## src/rtl/hv_sw_serial_rx_if.sv

```systemverilog
// hv_sw_serial_rx_if: HV switch serial link lines plus the receiver's decoded outputs.
interface hv_sw_serial_rx_if #(
    parameter int N_CH  = 16,
    parameter int CNT_W = 6
);
    logic            hv_sw_clr;
    logic            hv_sw_le;
    logic            hv_sw_clk;
    logic            hv_sw_dout;
    logic [N_CH-1:0] sw_state;
    logic            sw_valid;
    logic            frame_err;
    logic [CNT_W-1:0] bit_cnt;
    logic [15:0]     frame_cnt;
    modport master (
        output hv_sw_clr, hv_sw_le, hv_sw_clk, hv_sw_dout,
        input  sw_state, sw_valid, frame_err, bit_cnt, frame_cnt
    );
    modport slave (
        input  hv_sw_clr, hv_sw_le, hv_sw_clk, hv_sw_dout,
        output sw_state, sw_valid, frame_err, bit_cnt, frame_cnt
    );
endinterface

```

## src/rtl/hv_sw_serial_rx.sv

```systemverilog
// hv_sw_serial_rx: oversamples the CLR/LE/CLK/DOUT link, shifts DOUT on CLK rise and latches the word on LE rise.
module hv_sw_serial_rx #(
    parameter int N_CH      = 16,
    parameter int CNT_W     = 6,
    parameter bit MSB_FIRST = 1'b1
) (
    input logic          clk_in,
    input logic          reset,
    hv_sw_serial_rx_if.slave link
);
    typedef enum logic [1:0] {IDLE, SHIFT, LATCH, CLEAR} state_e;
    state_e           state_q;
    logic [3:0]       s1_q, s2_q;
    logic [1:0]       s3_q;
    logic [N_CH-1:0]  sreg_q, sreg_d, sw_state_q;
    logic             sw_valid_q, frame_err_q;
    logic [CNT_W-1:0] bit_cnt_q, bit_cnt_d;
    logic [15:0]      frame_cnt_q;
    logic             clr_s, le_ev, clk_ev, dout_s;
    // synchronizer lanes: [3]=CLR [2]=LE [1]=CLK [0]=DOUT
    assign clr_s     = s2_q[3];
    assign le_ev     = s2_q[2] & ~s3_q[1];
    assign clk_ev    = s2_q[1] & ~s3_q[0];
    assign dout_s    = s2_q[0];
    assign sreg_d    = MSB_FIRST ? {sreg_q[N_CH-2:0], dout_s} : {dout_s, sreg_q[N_CH-1:1]};
    assign bit_cnt_d = &bit_cnt_q ? bit_cnt_q : bit_cnt_q + 1'b1;
    always_ff @(posedge clk_in) begin
        if (reset) begin
            state_q     <= IDLE;
            s1_q        <= '0;
            s2_q        <= '0;
            s3_q        <= '0;
            sreg_q      <= '0;
            sw_state_q  <= '0;
            sw_valid_q  <= 1'b0;
            frame_err_q <= 1'b0;
            bit_cnt_q   <= '0;
            frame_cnt_q <= '0;
        end else begin
            s1_q       <= {link.hv_sw_clr, link.hv_sw_le, link.hv_sw_clk, link.hv_sw_dout};
            s2_q       <= s1_q;
            s3_q       <= s2_q[2:1];
            sw_valid_q <= 1'b0;
            if (clr_s) begin
                state_q    <= CLEAR;
                sreg_q     <= '0;
                sw_state_q <= '0;
                bit_cnt_q  <= '0;
            end else begin
                case (state_q)
                    IDLE, SHIFT: begin
                        if (clk_ev) begin
                            sreg_q    <= sreg_d;
                            bit_cnt_q <= bit_cnt_d;
                        end
                        // a CLK event in the same cycle as LE is shifted before the latch
                        state_q <= le_ev ? LATCH : (clk_ev ? SHIFT : state_q);
                    end
                    LATCH: begin
                        sw_state_q  <= sreg_q;
                        sw_valid_q  <= 1'b1;
                        frame_cnt_q <= frame_cnt_q + 16'd1;
                        frame_err_q <= bit_cnt_q != CNT_W'(N_CH);
                        bit_cnt_q   <= '0;
                        state_q     <= IDLE;
                    end
                    CLEAR: state_q <= IDLE;
                endcase
            end
        end
    end
    assign link.sw_state  = sw_state_q;
    assign link.sw_valid  = sw_valid_q;
    assign link.frame_err = frame_err_q;
    assign link.bit_cnt   = bit_cnt_q;
    assign link.frame_cnt = frame_cnt_q;
endmodule

```

## src/flat_wrapper.sv

```systemverilog
// flat-port wrapper written by rule: the top's interface ports become plain ports
module hv_sw_serial_rx_flat 
#(
    parameter int N_CH      = 16,
    parameter int CNT_W     = 6,
    parameter bit MSB_FIRST = 1'b1
)
  (clk_in, reset, link_hv_sw_clr, link_hv_sw_le, link_hv_sw_clk, link_hv_sw_dout, link_sw_state, link_sw_valid, link_frame_err, link_bit_cnt, link_frame_cnt);
  hv_sw_serial_rx_if #(.N_CH(N_CH), .CNT_W(CNT_W)) link_i ();
  input logic clk_in;
  input logic reset;
  input wire logic [$bits(link_i.hv_sw_clr)-1:0] link_hv_sw_clr;
  input wire logic [$bits(link_i.hv_sw_le)-1:0] link_hv_sw_le;
  input wire logic [$bits(link_i.hv_sw_clk)-1:0] link_hv_sw_clk;
  input wire logic [$bits(link_i.hv_sw_dout)-1:0] link_hv_sw_dout;
  output wire logic [$bits(link_i.sw_state)-1:0] link_sw_state;
  output wire logic [$bits(link_i.sw_valid)-1:0] link_sw_valid;
  output wire logic [$bits(link_i.frame_err)-1:0] link_frame_err;
  output wire logic [$bits(link_i.bit_cnt)-1:0] link_bit_cnt;
  output wire logic [$bits(link_i.frame_cnt)-1:0] link_frame_cnt;
  assign link_i.hv_sw_clr = link_hv_sw_clr;
  assign link_i.hv_sw_le = link_hv_sw_le;
  assign link_i.hv_sw_clk = link_hv_sw_clk;
  assign link_i.hv_sw_dout = link_hv_sw_dout;
  assign link_sw_state = link_i.sw_state;
  assign link_sw_valid = link_i.sw_valid;
  assign link_frame_err = link_i.frame_err;
  assign link_bit_cnt = link_i.bit_cnt;
  assign link_frame_cnt = link_i.frame_cnt;
  hv_sw_serial_rx #(.N_CH(N_CH), .CNT_W(CNT_W), .MSB_FIRST(MSB_FIRST)) u_core (.clk_in(clk_in), .reset(reset), .link(link_i));
endmodule
```

## config.mk

```make
export PLATFORM = sky130hd
export DESIGN_NAME = hv_sw_serial_rx_flat
export DESIGN_NICKNAME = d
export VERILOG_FILES = /design/src/rtl/hv_sw_serial_rx_if.sv /design/src/rtl/hv_sw_serial_rx.sv /design/src/flat_wrapper.sv
export SDC_FILE = /design/constraint.sdc
export NUM_CORES = 1
export LEC_CHECK = 0
export BUFFER_PORTS_ARGS = -buffer_cell sky130_fd_sc_hd__buf_2
export CORE_MARGIN = 8
export CORE_UTILIZATION = 46
export DETAILED_ROUTE_END_ITERATION = 8
export PLACE_DENSITY = 0.68
export SYNTH_ARGS = -nofsm -noshare
export SYNTH_HDL_FRONTEND = slang
export SYNTH_SLANG_ARGS = --single-unit
```

## constraint.sdc

```tcl
create_clock -name clk_in -period 4.1 [get_ports clk_in]
set_input_delay 0 -clock clk_in [delete_from_list [all_inputs] [get_ports clk_in]]
set_output_delay 0 -clock clk_in [all_outputs]
set_load 0.005 [all_outputs]
```

Word-level counts from Yosys, hierarchy flattened
Index checks and enable logic that the tools add are counted.
- register bits after elaboration: 68
- output and inout port bits: 40
- word-level logic and storage cells: 41
- $add $sub $neg: 2
- eq/ne operators: 7
- muxes and demuxes: 8
- bitwise logic cells: 5
- reduce and logical (&&, ||, !) cells: 9
- operator list (operator ; count):
    16-bit by 1-bit adder with 16-bit output (second input constant) ; 1
    6-bit two-way mux ; 2
    6-bit case mux with 2 select lines ; 1
    6-bit by 1-bit adder with 6-bit output (second input constant) ; 1
    2-bit two-way mux ; 3
    6-bit by 5-bit inequality test with 1-bit output (second input constant) ; 1
    6-bit AND reduction ; 1
    2-bit OR reduction ; 3
    2-bit == test (second input constant) ; 2
    4-bit by 1-bit inequality test with 1-bit output (second input constant) ; 1
    2-bit case mux with 2 select lines ; 1
    2-bit AND reduction ; 2
    1-bit NOT ; 3
    3-bit AND reduction ; 1
    1-bit bitwise AND ; 2
    2-bit by 1-bit == test with 1-bit output (second input constant) ; 1
    2-bit zero test ; 1
    2-bit by 1-bit inequality test with 1-bit output (second input constant) ; 1
    2-bit inequality test (second input constant) ; 1
    2-bit nonzero test ; 1
    1-bit two-way mux ; 1

Depth between registers and ports, before layout
- depth after elaboration: 6
- depth in mapped cells: 6

Worst setup path before layout
OpenSTA, ideal clock, no wires.
- path type: register to register
- start point: register u_core.s2_q[3]
- end point: register u_core.bit_cnt_q[3] (netlist: u_core.link.bit_cnt[3])
- library setup time: 0.059 ns
- arrival: 1.548 ns
- setup slack: 2.492 ns
- cell stages (with the launch flop): 7
- clock period less this slack: 1.608 ns
- path through: dfxtp_1 -> or2_1 -> buf_6 -> or2_0 -> clkbuf_2 -> or4_1 -> nand2_1
- longest elaborated chain between the ends: 1
- ends and longest elaborated chain (item ; RTL line ; source):
    start, declared ; hv_sw_serial_rx.sv:13 ; logic [3:0] s1_q, s2_q;
    start signal, assigned ; hv_sw_serial_rx.sv:41 ; s2_q <= s1_q;
    2-bit OR reduction (no line) ; -- ;
    end signal, assigned ; hv_sw_serial_rx.sv:54 ; bit_cnt_q <= bit_cnt_d;
    end, declared ; hv_sw_serial_rx.sv:17 ; logic [CNT_W-1:0] bit_cnt_q, bit_cnt_d;
Every way passes these cells.
A chain may end at the register's enable or synchronous reset.

Worst setup path after layout
- start point: register u_core.state_q[1]
- end point: register u_core.sw_state_q[9] (netlist: u_core.link.sw_state[9])
- longest elaborated chain between the ends: 1
- ends and longest elaborated chain (item ; RTL line ; source):
    start, declared ; hv_sw_serial_rx.sv:12 ; state_e state_q;
    start signal, assigned ; hv_sw_serial_rx.sv:57 ; state_q <= le_ev ? LATCH : (clk_ev ? SHIFT : state_q);
    2-bit == test ; hv_sw_serial_rx.sv:50 ; case (state_q)
    end signal, assigned ; hv_sw_serial_rx.sv:60 ; sw_state_q <= sreg_q;
    end, declared ; hv_sw_serial_rx.sv:15 ; logic [N_CH-1:0] sreg_q, sreg_d, sw_state_q;
Every way passes these cells.

==> flow_summary.ini <==
[placement]
port_buffers = 45
dpl.hpwl_mm = 3.202
gp_congestion = 0.7404

[setup_path]
crit_fanout = 17
crit_required_ns = 4.38
end_kind = flip-flop
arrival_ns = 2.42
startpoint_type = flip-flop
crit_type = reg -> reg

[final_layout]
layout_commonest_cell = dfxtp_1
nets = 321
syn2layout_area_growth_pct = 19.99
final_cell_mix = 68 x dfxtp_1, 45 x buf_2, 38 x nand2_1
utilization = 0.5586
diodes = 0
fillers = 499
drive_gt1_frac = 0.2177

[floorplanning]
io_pins = 46
start_util = 0.4655
die_w_um = 89.96
dieArea_um2 = 8093
core-area_um2 = 5405
die_h_um = 89.96
num_rows = 27

[status]
status = finished clean

[timing]
setup_viol = 0
fmax_ghz = 0.4656
tns_ns = 0
fin_crit_sh = 0.5238
worst_slew_pin_slew_ns = 1.134
finalCriticalPeriod_ns = 2.148
max_slew_margin = 0.2422
final_hold_viol_count = 0
fin_skew_ns = 0.008929
report.final.slew_viol_count = 0
rsz0062_at_grt = no

[yosys]
synth_enable_flop_cells = 0
ys_seq_area_frac = 0.5410
synthDistinctLibCells = 40
synth_warnings = 0
syn_inst = 264
yosys_most_used_dff = dfxtp_1
ys_ff_latch = 68
synthArstFlopShare = 0
syn_nets = 273
syn_area_per_cell_um2 = 9.531
syn_area_um2 = 2516

[cts]
path_clk_slew_ns = 0.08
cts_tree = yes
clkLatencyLatePin_ns = 0.34
cts_root_buf = clkbuf_8
clk_path_buf_depth = 2
cts_max_level = 3
cts-buffers-inserted = 9
cts_num_sinks = 68

[global_route]
grtUsageTotal = 0.1233
grt_max_degree = 34
grt_pass1_wl_mm = 8.411
grt-ovfl-total = 0
grt_pass1_vias = 1824
antenna_found_initial = 0

[detailed_routing]
antenna_left = 0
drt_iter0_drc = 62
drtPass1Iterations = 4
totalWireLength_mm = 4.688
via_per_inst = 4.874
drc_errors = 0
dr_total_vias = 1896
wl_per_cell_um = 12.05

[flow_run]
maxCapViolations = 0

[min_path]
hold_class = in -> reg

[pwr]
ir_worst_vdd_mv = 0.2086
p_per_area_nw_per_um2 = 420.8
p_leak_nw = 1.216
-- synth_stat cells (2+ instances only) --
| cell | instances | area share |
|---|---|---|
| o211ai_1 | 3 | 0.0090 |
| nand4_1 | 3 | 0.0075 |
| nor3b_1 | 2 | 0.0060 |
| nor2_1 | 21 | 0.031 |
| nand2_1 | 38 | 0.057 |
| nor3_1 | 4 | 0.0080 |
| buf_2 | 2 | 0.0040 |
| clkbuf_1 | 7 | 0.010 |
| o21ai_0 | 4 | 0.0080 |
| nor3b_2 | 2 | 0.0099 |
| nor2b_1 | 15 | 0.037 |
| nor4_1 | 4 | 0.0099 |
| xnor2_1 | 10 | 0.035 |
| xor2_1 | 3 | 0.010 |
| a22o_1 | 16 | 0.056 |
| nand3b_1 | 2 | 0.0060 |
| a21oi_1 | 23 | 0.046 |
| dfxtp_1 | 68 | 0.54 |
| nand3_1 | 5 | 0.0099 |
| inv_1 | 6 | 0.0090 |
| ha_1 | 3 | 0.015 |
| or3_1 | 4 | 0.0099 |
| mux2i_1 | 2 | 0.0080 |
-- sequential cells by signal, summed over array words and instances (netlist names) --
signal	cells
u_core.link.sw_valid	1
u_core.s1_q	4
u_core.link.frame_err	1
u_core.state_q	2
u_core.s2_q	4
u_core.link.bit_cnt	6
u_core.s3_q	2
u_core.link.frame_cnt	16
u_core.sreg_q	16
u_core.link.sw_state	16
-- power breakdown --
group / total, mW / internal (mW) / switching [mW]
registers: 0.673 / 0.667 / 0.00553
logic: 0.0405 / 0.0153 / 0.0252
clock network: 0.557 / 0.289 / 0.268
total: 1.27 / 0.972 / 0.299
-- metrics by stage --
stage / power (mW) / hold WS, ns / cell area, um2 / instances / setup slack, ns
after global placement: 0.7266 / 0.2131 / 2775 / 369 / 2.008
after floorplan: 0.7181 / 0.1282 / 2516 / 264 / 2.492
after detailed placement: 0.7272 / 0.2117 / 2775 / 369 / 1.896
after global routing: 1.324 / 0.1444 / 3019 / 389 / 1.682
after CTS: 1.289 / 0.1269 / 3019 / 389 / 1.880
final: 1.270 / 0.1301 / 3019 / 389 / 1.952
-- what timing repair did --
action	4_1_cts	5_1_grt
endpoints found under the hold margin	4	0
gates resized for setup	0	0
buffers inserted	0	0
hold buffers	4	0
-- worst max-delay path, stage by stage, from the launching register on --
cell	delay, ns
dfxtp_1	0.46
nor3b_2	0.43
nor2b_1	0.95
a22o_1	0.25
-- cell type report --
cell class	count	area (um2)	area share
inverter	6	22.52	0.007460
clock buffer	9	123.9	0.04103
clock inverter	7	80.08	0.02652
tap	72	90.09	0.02984
multi-input combinational	178	1076	0.3564
sequential	68	1361	0.4509
timing repair buffer	49	265.3	0.08786
-- layer usage --
metal	track usage	part of all wire
met4	0.06241	0.016
met3	0.04988	0.051
met2	0.1834	0.45
met5	0	0
met1	0.1500	0.48
-- cells by family after synthesis --
group,Yosys count,synth area share
and+or+nand+nor,110,0.2268
adders and majority gates,3,0.01492
AOI/OAI and AO/OA,49,0.1283
DFF,68,0.5410
xor gates and xnor gates,13,0.04525
buffers and inverters,18,0.03133
muxes,3,0.01243
-- path summary, 6_finish.rpt --
kind,slack (ns),from,cells after the start,endpoint
worst max-delay path,1.95,u_core.state_q[1],3,u_core.link.sw_state[9]
worst min register to register,0.45,u_core.s1_q[2],1,u_core.s2_q[2]
worst min-delay path,0.13,reset,2,u_core.link.frame_cnt[5]
worst max register to register,1.95,u_core.state_q[1],3,u_core.link.sw_state[9]
Power figures use the tool's default switching activity.
